File: src/rtl/mem_pkg.sv
// Shared constants for the two-port RAM arbiter.
// Widths, FSM state encoding and requester port ids.
package mem_pkg;

  localparam int MEM_ADDR_W = 8;
  localparam int MEM_DATA_W = 32;

  localparam logic [1:0] S_IDLE   = 2'd0;
  localparam logic [1:0] S_STROBE = 2'd1;
  localparam logic [1:0] S_ACK    = 2'd2;

  localparam logic PORT_IF = 1'b0;
  localparam logic PORT_DP = 1'b1;

endpackage

File: src/rtl/mem_arb_pick.sv
// Winner select between fetch and datapath requests.
// MEM_ARB_RR_EN: round-robin via rr_ptr; otherwise DP beats IF.
module mem_arb_pick
  import mem_pkg::*;
(
  input  logic if_req,
  input  logic dp_req,
`ifdef MEM_ARB_RR_EN
  input  logic rr_ptr,
`endif
  output logic win
);

  always_comb begin
    win = PORT_IF;
`ifdef MEM_ARB_RR_EN
    if (if_req && dp_req) win = rr_ptr;
    else if (dp_req)      win = PORT_DP;
`else
    if (dp_req) win = PORT_DP;
`endif
  end

endmodule

File: src/rtl/mem_arbiter.sv
// Two-port RAM arbiter: IDLE -> STROBE -> ACK per access.
// Define MEM_ARB_RR_EN for round-robin instead of DP priority.
module mem_arbiter
  import mem_pkg::*;
#(
  parameter int ADDR_W = MEM_ADDR_W,
  parameter int DATA_W = MEM_DATA_W
) (
  input  logic              clock,
  input  logic              clear,
  input  logic              if_req,
  input  logic [ADDR_W-1:0] if_addr,
  output logic              if_ack,
  output logic [DATA_W-1:0] if_rdata,
  input  logic              dp_req,
  input  logic              dp_we,
  input  logic [ADDR_W-1:0] dp_addr,
  input  logic [DATA_W-1:0] dp_wdata,
  output logic              dp_ack,
  output logic [DATA_W-1:0] dp_rdata,
  output logic [ADDR_W-1:0] ram_addr,
  output logic [DATA_W-1:0] ram_wdata,
  output logic              ram_write,
  output logic              ram_read,
  input  logic [DATA_W-1:0] ram_rdata,
  output logic              busy
);

  logic [1:0]        state_q, state_d;
  logic              owner_q, owner_d;
  logic              we_q, we_d;
  logic [ADDR_W-1:0] addr_q, addr_d;
  logic [DATA_W-1:0] wdata_q, wdata_d;
  logic [DATA_W-1:0] if_rdata_q, if_rdata_d;
  logic [DATA_W-1:0] dp_rdata_q, dp_rdata_d;
  logic              win;

`ifdef MEM_ARB_RR_EN
  logic rr_q, rr_d;

  mem_arb_pick u_pick (
    .if_req (if_req),
    .dp_req (dp_req),
    .rr_ptr (rr_q),
    .win    (win)
  );
`else
  mem_arb_pick u_pick (
    .if_req (if_req),
    .dp_req (dp_req),
    .win    (win)
  );
`endif

  always_comb begin
    state_d    = state_q;
    owner_d    = owner_q;
    we_d       = we_q;
    addr_d     = addr_q;
    wdata_d    = wdata_q;
    if_rdata_d = if_rdata_q;
    dp_rdata_d = dp_rdata_q;
`ifdef MEM_ARB_RR_EN
    rr_d       = rr_q;
`endif
    unique case (state_q)
      S_IDLE: begin
        if (if_req || dp_req) begin
          state_d = S_STROBE;
          owner_d = win;
`ifdef MEM_ARB_RR_EN
          rr_d    = ~win;
`endif
          if (win == PORT_DP) begin
            we_d    = dp_we;
            addr_d  = dp_addr;
            wdata_d = dp_wdata;
          end else begin
            we_d    = 1'b0;
            addr_d  = if_addr;
          end
        end
      end
      S_STROBE: begin
        state_d = S_ACK;
        // RAM output settles during the strobe; capture at its end
        if (!we_q) begin
          if (owner_q == PORT_DP) dp_rdata_d = ram_rdata;
          else                    if_rdata_d = ram_rdata;
        end
      end
      S_ACK:   state_d = S_IDLE;
      default: state_d = S_IDLE;
    endcase
  end

  always_ff @(posedge clock or posedge clear) begin
    if (clear) begin
      state_q    <= S_IDLE;
      owner_q    <= PORT_IF;
      we_q       <= 1'b0;
      addr_q     <= '0;
      wdata_q    <= '0;
      if_rdata_q <= '0;
      dp_rdata_q <= '0;
`ifdef MEM_ARB_RR_EN
      rr_q       <= PORT_IF;
`endif
    end else begin
      state_q    <= state_d;
      owner_q    <= owner_d;
      we_q       <= we_d;
      addr_q     <= addr_d;
      wdata_q    <= wdata_d;
      if_rdata_q <= if_rdata_d;
      dp_rdata_q <= dp_rdata_d;
`ifdef MEM_ARB_RR_EN
      rr_q       <= rr_d;
`endif
    end
  end

  assign busy      = (state_q != S_IDLE);
  assign ram_addr  = addr_q;
  assign ram_wdata = wdata_q;
  assign ram_read  = (state_q == S_STROBE) && !we_q;
  assign ram_write = (state_q == S_STROBE) && we_q;
  assign if_ack    = (state_q == S_ACK) && (owner_q == PORT_IF);
  assign dp_ack    = (state_q == S_ACK) && (owner_q == PORT_DP);
  assign if_rdata  = if_rdata_q;
  assign dp_rdata  = dp_rdata_q;

endmodule

File: config.mk
export PLATFORM = sky130hd
export DESIGN_NAME = mem_arbiter
export DESIGN_NICKNAME = d
export VERILOG_FILES = /design/src/rtl/mem_pkg.sv /design/src/rtl/mem_arb_pick.sv /design/src/rtl/mem_arbiter.sv
export SDC_FILE = /design/constraint.sdc
export NUM_CORES = 1
export LEC_CHECK = 0
export CORE_UTILIZATION = 37
export DETAILED_ROUTE_END_ITERATION = 8
export PLACE_DENSITY = 0.76
export SYNTH_ARGS = -nofsm -noshare
export SYNTH_HDL_FRONTEND = slang
export SYNTH_SLANG_ARGS = --single-unit
File: constraint.sdc
create_clock -name clock -period 3.5 [get_ports clock]
set_input_delay 0.875 -clock clock [delete_from_list [all_inputs] [get_ports clock]]
set_output_delay 0.875 -clock clock [all_outputs]
set_load 0.02 [all_outputs]
-- Word-level counts from Yosys, hierarchy flattened
Index checks and enable logic that the tools add are counted.
- flip-flop bits (word level): 108
- input bits: 85
- output and inout bits: 109
- equal/unequal tests: 3
- mux-type cells: 5
- bitwise gates (word level): 2
- reductions and logical operators: 12
- operators by type and width (operator ; count):
    3-bit AND reduction ; 3
    8-bit 2-to-1 mux ; 1
    1-bit logical AND ; 4
    2-bit case mux with 2 select lines ; 1
    2-bit by 1-bit equality test with 1-bit output, second input constant ; 1
    2-bit equality test, second input constant ; 1
    2-bit zero test ; 1
    1-bit 2-to-1 mux ; 2
    2-bit 2-to-1 mux ; 1
    2-bit != test, second input constant ; 1
    1-bit NOT ; 2
    2-bit AND reduction ; 1
    2-bit nonzero test ; 1
    1-bit zero test ; 1
    1-bit logical OR ; 1

-- Logic depth before layout (Yosys ltp)
Gate-level depths: netlist of run 1.
- depth in word-level cells: 3
- mapped depth: 5
- gate-level depth less buffers: 3

-- Modules after synthesis
A second synthesis of run 1 with hierarchy kept.
- cells, all modules: 261
- area, all modules: 4474.3 um^2
- modules (own cells, without submodules) (module ; times used ; cells each ; area an instance (um^2) ; seq. area each (um^2)):
    mem_arbiter ; 1 ; 260 ; 4466.8 ; 2702.6
    mem_arb_pick ; 1 ; 1 ; 7.5 ; 0.0

-- Least setup slack after synthesis of run 1
No wires, ideal clock.
- kind: input-to-reg
- from: in dp_req
- to: reg addr_q[0], in the netlist ram_addr[0]
- library setup time: 0.125 ns
- arrival: 1.818 ns
- setup slack: 1.557 ns
- stages: 4
- buffers on the path: 2
- path through: buf_2 -> o21ai_0 -> buf_2 -> mux2_2
- longest elaborated chain between the ends: 2
- elaborated cells on any way between the ends: 4
- classes of those cells: mux (2); reduce/logical (2)
- ends and longest elaborated chain (element ; line ; source):
    from (decl) ; mem_arbiter.sv:15 ; input logic dp_req,
    1-bit 2-to-1 mux or 1-bit logical OR (tied branches) ; mem_arb_pick.sv:20, mem_arbiter.sv:68 ;
    8-bit 2-to-1 mux or 2-bit AND reduction (tied branches) ; n/a ;
    to (signal assigned) ; mem_arbiter.sv:113 ; addr_q <= addr_d;
    to (decl) ; mem_arbiter.sv:32 ; logic [ADDR_W-1:0] addr_q, addr_d;
Several ways; a longest one is shown, not always the timed one.
A chain may end at the register's enable or synchronous reset.

-- Worst setup path in the final report of run 1
- from: reg state_q[1]
- to: out ram_write
- longest elaborated chain between the ends: 2
- ends and longest elaborated chain (element ; line ; source):
    from (decl) ; mem_arbiter.sv:29 ; logic [1:0] state_q, state_d;
    from (signal assigned) ; mem_arbiter.sv:110 ; state_q <= state_d;
    2-bit by 1-bit equality test with 1-bit output ; mem_arbiter.sv:127 ; assign ram_write = (state_q == S_STROBE) && we_q;
    1-bit logical AND ; mem_arbiter.sv:127 ;
    to (decl) ; mem_arbiter.sv:23 ; output logic ram_write,
Every way passes these cells.

==> results.txt, run 1 <==
----------------------------------------------------
[Final layout]
  Total number of nets in the final design ... 530
  # fillers ... 878
  Fraction of final layout cells with drive strength greater than 1 ... between 20% and 30%
  Summed area of non-filler cells in the final layout ... around 6600 µm²
  Post-synthesis to final-layout area growth ... 56.4%
  # diodes ... 0
  Most frequent standard cell in the layout excluding fill and tap cells ... clkdlybuf4s50_1
  Commonest cells after routing, fill and taps aside ... 193 x clkdlybuf4s50_1, 108 x dfrtp_1, 106 x mux2_2

[Logic synthesis]
  Post-Synth Adder-Cell Area ... 0%
  Net count after synthesis ... 333
  Mean cell area of the mapped netlist ... between 15 and 20 µm²
  Post-synthesis share of cell area spent on and, or, nand and nor gates ... roughly 2.0%
  Count of different cell masters after synthesis ... 18
  Number of synthesized register bits ... between 100 and 150
  Mux contribution to synthesized area ... 30.3%
  Number of standard cells after synthesis ... about 250
  Largest family of logic cells by synthesized area ... multiplexers
  Post-synthesis cell area ... ~4200 µm²
  Synthesized-area fraction occupied by xor and xnor cells ... 0%
  Cell accounting for the most synthesized area ... dfrtp_1
  Largest cells by area after synthesis ... dfrtp_1 64%, mux2_2 28%, buf_6 1.9%
  Fraction of synthesized cell area taken by the top area cell type ... between 60% and 70%
  Compound-Gate Fraction of Synth Area ... 0.505%
  Warning count from the yosys run ... 0
  Proportion of synthesized chip area in sequential cells ... around 64%

[Global routing]
  Number of antenna violations at the first check in global routing ... 0
  Pin count of the biggest net entering global routing ... approximately 110
  Number of global-route vias before repair ... 2956
  Congestion Overflow GR ... 0
  Total routing usage reported by global routing ... approximately 16%
  Wire length of the first global-routing pass ... roughly 14000 µm

[Run]
  Max-cap check violation count ... 0

[Timing]
  Slew at the pin with the worst max-slew slack ... roughly 0.55 ns
  Clock Skews ... roughly 0.006 ns
  Hold Vio Cnt, Final ... 0
  Unrepaired setup endpoints after global routing ... no
  Number of setup violations in the final report ... 0
  Clock period minus final worst setup slack ... 2.60 ns
  Accumulated negative setup slack ... 0 ns
  Highest clock rate ... slightly below 400 MHz
  Final Max Tran Viols ... 0
  Final critical-path share of the clock period ... between 70% and 80%
  Slew Limit Headroom ... a little over three fifths

[Pwr]
  Total power per unit cell area ... slightly above 1000 nW/µm²
  Static Leakage ... between 2 and 3 nW
  VDD IR-drop max ... 0.454 mV

[Route]
  Final wirelength ... approximately 9200 µm
  Detailed-routing iteration count for the pre-antenna-repair pass ... 2
  Post-detailed-route count of antenna-violating nets ... 0
  Total via count in the routed design ... approximately 2800
  Wire length per cell after detailed routing ... 15.5 µm
  DRC errors left ... 0
  Via/cell ratio ... about 4.7
  Iteration-0 DRC count of the detailed router ... 63

[Clock tree]
  Number of buffers on the longest clock path ... 2
  Cell at the root of the clock tree ... clkbuf_16
  Clock slew seen by the registers of the worst setup and hold paths ... 0.06 ns
  Post-CTS setup buffer count ... 0
  # clock sinks ... around 110
  Insertion delay of the later-clocked pin in the worst-skew pair ... approximately 0.33 ns
  Number of instances resized during post-cts repair ... 0
  Clock tree from TritonCTS ... built
  H-tree depth ... 3
  Total clock buffers created by CTS ... 9
  Hold-fix buffer count after cts ... 0

[Floorplanning]
  Chip Height ... between 100 and 150 µm
  Die Span X ... ~110 µm
  I/O pin count ... around 190
  Core region area ... ~11000 µm²
  Die area ... 11800 µm²
  Initial standard-cell utilization of the core ... 38.3%
  Standard-cell rows ... 38

[Place]
  Number of input and output port buffers inserted ... a little under 200
  Placed wire-length estimate ... 6510 µm
  Final RePlAce weighted congestion ... around 0.69
  Dpl cell area ... about 6300 µm²

[Setup path]
  Kind of start point of the critical path ... register
  Worst-path fanout max ... 4
  Worst setup path start ... state_q[1]
  Data arrival time of the critical path ... around 1.7 ns
  Required time worst endpoint ... between 2 and 3 ns
  Startpoint of the most critical register-to-register path ... state_q[1]
  Critical path start-end classification ... reg -> out
  Kind of end point of the critical path ... output port

[Outcome]
  Run status ... finished, final reports clean

[Worst hold path]
  Worst min-delay path startpoint ... if_rdata[24]
  Type of the most critical hold path ... reg -> reg

----------------------------------------------------
## sequential cells by signal, summed over array words and instances, names as in the netlist
signal,flops
owner_q,1
ram_wdata,32
if_rdata,32
state_q,2
we_q,1
ram_addr,8
dp_rdata,32
## final cells by class
type | count | area [µm²] | area share, %
repair buffers | 198 | 1980 | 30.1
inverters | 4 | 18.8 | 0.285
well taps | 140 | 175 | 2.66
clock buffers | 11 | 253 | 3.84
multi-input cells | 124 | 1380 | 21.0
clock inverters | 4 | 72.6 | 1.10
flip-flops and latches | 108 | 2700 | 41.0
## cell families (layout without fill, tap and decap cells)
kind of cell | Yosys count | after routing
and+or+nand+nor | 9 | 9
muxes | 112 | 112
DFF | 108 | 108
AOI/OAI and AO/OA | 3 | 3
buffers and inverters | 16 | 217
## synthesized netlist by cell type
| master | count |
|---|---|
| dfrtp_1 | 108 |
| inv_1 | 4 |
| a22o_1 | 1 |
| nor3_4 | 1 |
| nor2_1 | 2 |
| nor3b_1 | 1 |
| mux2_2 | 106 |
| buf_4 | 3 |
| mux2_4 | 4 |
| and3b_1 | 1 |
| nor3b_4 | 1 |
| a21o_1 | 1 |
| and2_1 | 2 |
| nand2b_4 | 1 |
| mux2_1 | 2 |
| buf_6 | 7 |
| buf_2 | 2 |
| o21ai_0 | 1 |
## worst max-delay path: stages (launching register included)
cell and delay (ns):
dfrtp_1 0.40, nand2b_4 0.18, inv_1 0.07, and2_1 0.12, clkdlybuf4s50_1 0.62
## stage by stage
stage	total power (W)	hold WS, ns	utilization, %	std cells	setup WS, ns
after global routing	0.00712	0.521	60.0	589	0.787
after detailed placement	0.00572	0.494	57.0	574	0.754
after global placement	0.00563	0.469	57.0	574	0.811
after CTS	0.00683	0.510	60.0	589	0.874
final	0.00673	0.502	60.0	589	0.896
after floorplan	0.00412	0.566	-	248	1.32
## final timing paths
check / end / cells after the start / slack (ns)
setup / recovery: ram_write / 4 / 0.90
hold / removal: if_rdata[24] / 1 / 0.50
setup reg to reg: dp_rdata[22] / 4 / 1.78
hold reg to reg: if_rdata[24] / 1 / 0.50
max in group asynchronous: dp_rdata[29] / 3 / 2.04
min in group asynchronous: dp_rdata[18] / 3 / 1.05
## layer usage
| metal | vias to the layer above | part of all wire [%] | track usage (%) |
|---|---|---|---|
| li1 | 1268 | - | - |
| met1 | 1347 | 42 | 19.8 |
| met2 | 126 | 47 | 25.5 |
| met3 | 18 | 8.5 | 4.78 |
| met4 | 0 | 2.8 | 8.40 |
| met5 | - | 0 | 0 |
## where the power goes
part / switching [W] / leakage, nW / internal [W]
clock network: 0.000416 / 0.158 / 0.000661
registers: 0.000344 / 1.28 / 0.00190
logic: 0.00153 / 1.28 / 0.00188
Power figures use the tool's default switching activity.
==> run 2: changes to the inputs <==
--- a/config.mk
+++ b/config.mk
@@ -5,9 +5,9 @@
 export SDC_FILE = /design/constraint.sdc
 export NUM_CORES = 1
 export LEC_CHECK = 0
-export CORE_UTILIZATION = 37
+export CORE_UTILIZATION = 41
 export DETAILED_ROUTE_END_ITERATION = 8
-export PLACE_DENSITY = 0.76
+export PLACE_DENSITY = 0.8
 export SYNTH_ARGS = -nofsm -noshare
 export SYNTH_HDL_FRONTEND = slang
 export SYNTH_SLANG_ARGS = --single-unit
==> constraint.sdc (replaced) <==
create_clock -name clock -period 2.7 [get_ports clock]
set_input_delay 0.675 -clock clock [delete_from_list [all_inputs] [get_ports clock]]
set_output_delay 0.675 -clock clock [all_outputs]
set_load 0.02 [all_outputs]
==> run 2 against run 1 <==
  * Design area fell by 1.6%
  * Largest cell class unchanged
  * Cell count fell by 0.51%
  * Via count fell by 0.83%
  * Register-to-register slack got worse by 0.80 ns
  * Critical endpoint unchanged
  * Highest routed layer unchanged
  * Total power rose by 22%
  * Sequential power rose by 29%
  * Combinational power rose by 30%
==> results.txt, run 2 (synthesis results as in run 1) <==
----------------------------------------------------
[Place]
  Final RePlAce weighted congestion ... approximately 0.72
  Number of input and output port buffers inserted ... 193
  Placed wire-length estimate ... just under 7000 µm

[Clock tree]
  Cell at the root of the clock tree ... clkbuf_8
  H-tree depth ... 3
  Number of instances resized during post-cts repair ... 0
  Post-CTS setup buffer count ... 0
  # clock sinks ... 108
  Clock tree from TritonCTS ... built
  Clock slew seen by the registers of the worst setup and hold paths ... around 0.09 ns
  Total clock buffers created by CTS ... 9
  Hold-fix buffer count after cts ... 0
  Insertion delay of the later-clocked pin in the worst-skew pair ... between 0.3 and 0.4 ns
  Number of buffers on the longest clock path ... 2

[Timing]
  Highest clock rate ... ~410 MHz
  Slew at the pin with the worst max-slew slack ... ~0.67 ns
  Hold Vio Cnt, Final ... 0
  Unrepaired setup endpoints after global routing ... no
  Clock Skews ... 0.0104 ns
  Clock period minus final worst setup slack ... ~2.4 ns
  Final Max Tran Viols ... 0
  Accumulated negative setup slack ... 0 ns
  Slew Limit Headroom ... a little under three fifths
  Final critical-path share of the clock period ... 89.4%
  Number of setup violations in the final report ... 0

[Final layout]
  Commonest cells after routing, fill and taps aside ... 193 x clkdlybuf4s50_1, 108 x dfrtp_1, 106 x mux2_2
  Fraction of final layout cells with drive strength greater than 1 ... around 30%
  Total number of nets in the final design ... 533
  # diodes ... 0
  Post-synthesis to final-layout area growth ... 53.9%
  # fillers ... roughly 740
  Most frequent standard cell in the layout excluding fill and tap cells ... clkdlybuf4s50_1

[Global routing]
  Number of global-route vias before repair ... approximately 3000
  Number of antenna violations at the first check in global routing ... 0
  Pin count of the biggest net entering global routing ... 37
  Congestion Overflow GR ... 0
  Total routing usage reported by global routing ... between 10% and 20%
  Wire length of the first global-routing pass ... 14600 µm

[Setup path]
  Destination of the worst register-to-register timing path ... dp_rdata[22]
  Worst-path fanout max ... 4
  Reg2Reg Setup Slack ... around 0.98 ns
  Critical path start-end classification ... reg -> out
  Cell depth of the worst flop-to-flop path ... 4
  Kind of start point of the critical path ... register
  Kind of end point of the critical path ... output port
  Slowest CP cell ... clkdlybuf4s50_1
  Worst setup path start ... state_q[1]
  Data arrival time of the critical path ... roughly 1.7 ns
  CP cell instances ... nand2b_4 -> inv_1 -> and2_1 -> clkdlybuf4s50_1
  Required time worst endpoint ... just over 2 ns
  Startpoint of the most critical register-to-register path ... state_q[1]
  Largest stage delay, worst path ... ~0.61 ns
  Critical Path Sink ... ram_write

[Route]
  Iteration-0 DRC count of the detailed router ... 42
  Post-detailed-route count of antenna-violating nets ... 0
  Final wirelength ... 9170 µm
  Detailed-routing iteration count for the pre-antenna-repair pass ... 3
  DRC errors left ... 0
  Total via count in the routed design ... 2736
  Wire length per cell after detailed routing ... approximately 16 µm
  Via/cell ratio ... ~4.7

[Floorplanning]
  Die area ... 10700 µm²
  Standard-cell rows ... 36
  Die Span X ... slightly above 100 µm
  Initial standard-cell utilization of the core ... about 43%
  I/O pin count ... 194
  Core region area ... 9860 µm²
  Chip Height ... slightly above 100 µm

[Pwr]
  Static Leakage ... 2.67 nW
  VDD IR-drop max ... roughly 0.59 mV
  Total power ... between 0.008 and 0.009 W
  Total power per unit cell area ... ~1300 nW/µm²

[Run]
  Max-cap check violation count ... 0

[Worst hold path]
  Type of the most critical hold path ... reg -> reg

[Outcome]
  Run status ... finished, final reports clean

----------------------------------------------------
run 2: critical path: cells and delay by family, from the launching register on:
kind | cells | cell delay, ns
buffers and inverters | 2 | 0.68
AND/OR/NAND/NOR | 2 | 0.30
flip-flops | 1 | 0.41
run 2: how the worst min path moves through the flow:
stage	start	endpoint	slack [ns]	depth (start not counted)
6_report	if_rdata[24]	if_rdata[24]	0.51	1
3_5_place_dp	if_rdata[24]	if_rdata[24]	0.49	1
3_3_place_gp	if_rdata[24]	if_rdata[24]	0.47	1
5_1_grt	if_rdata[30]	if_rdata[30]	0.53	1
2_1_floorplan	owner_q	owner_q	0.57	1
4_1_cts	if_rdata[24]	if_rdata[24]	0.51	1
run 2: routing by layer:
metal	up-vias	global-route usage [%]	share of wire, %
li1	1270	-	-
met1	1347	20.3	39
met2	109	31.7	52
met3	10	5.65	7.1
met4	0	6.83	1.8
met5	-	0	0
run 2: stage by stage:
stage	cell area [µm²]	hold slack [ns]	utilization [%]	setup WS (ns)	cells
floorplan	4220	0.566	-	0.723	248
global placement	6310	0.471	64.0	0.365	570
detailed placement	6310	0.490	64.0	0.322	570
CTS	6480	0.508	65.7	0.252	586
global route	6480	0.528	65.7	0.153	586
finish	6480	0.506	65.7	0.287	586
run 2: report_power, final:
part	total (W)	switching (W)	leakage (nW)	internal, W
clock network	0.000863	0.000523	0.0799	0.000341
logic	0.00445	0.00199	1.31	0.00246
registers	0.00290	0.000448	1.28	0.00245
run 2: layout make-up:
type | instances | area (µm²) | area share (%)
Clock buffer | 11 | 131 | 2.03
Sequential cell | 108 | 2700 | 41.7
Clock inverter | 5 | 37.5 | 0.579
Multi-Input combinational cell | 124 | 1380 | 21.3
Timing Repair Buffer | 201 | 2040 | 31.5
Inverter | 4 | 18.8 | 0.290
Tap cell | 133 | 166 | 2.57
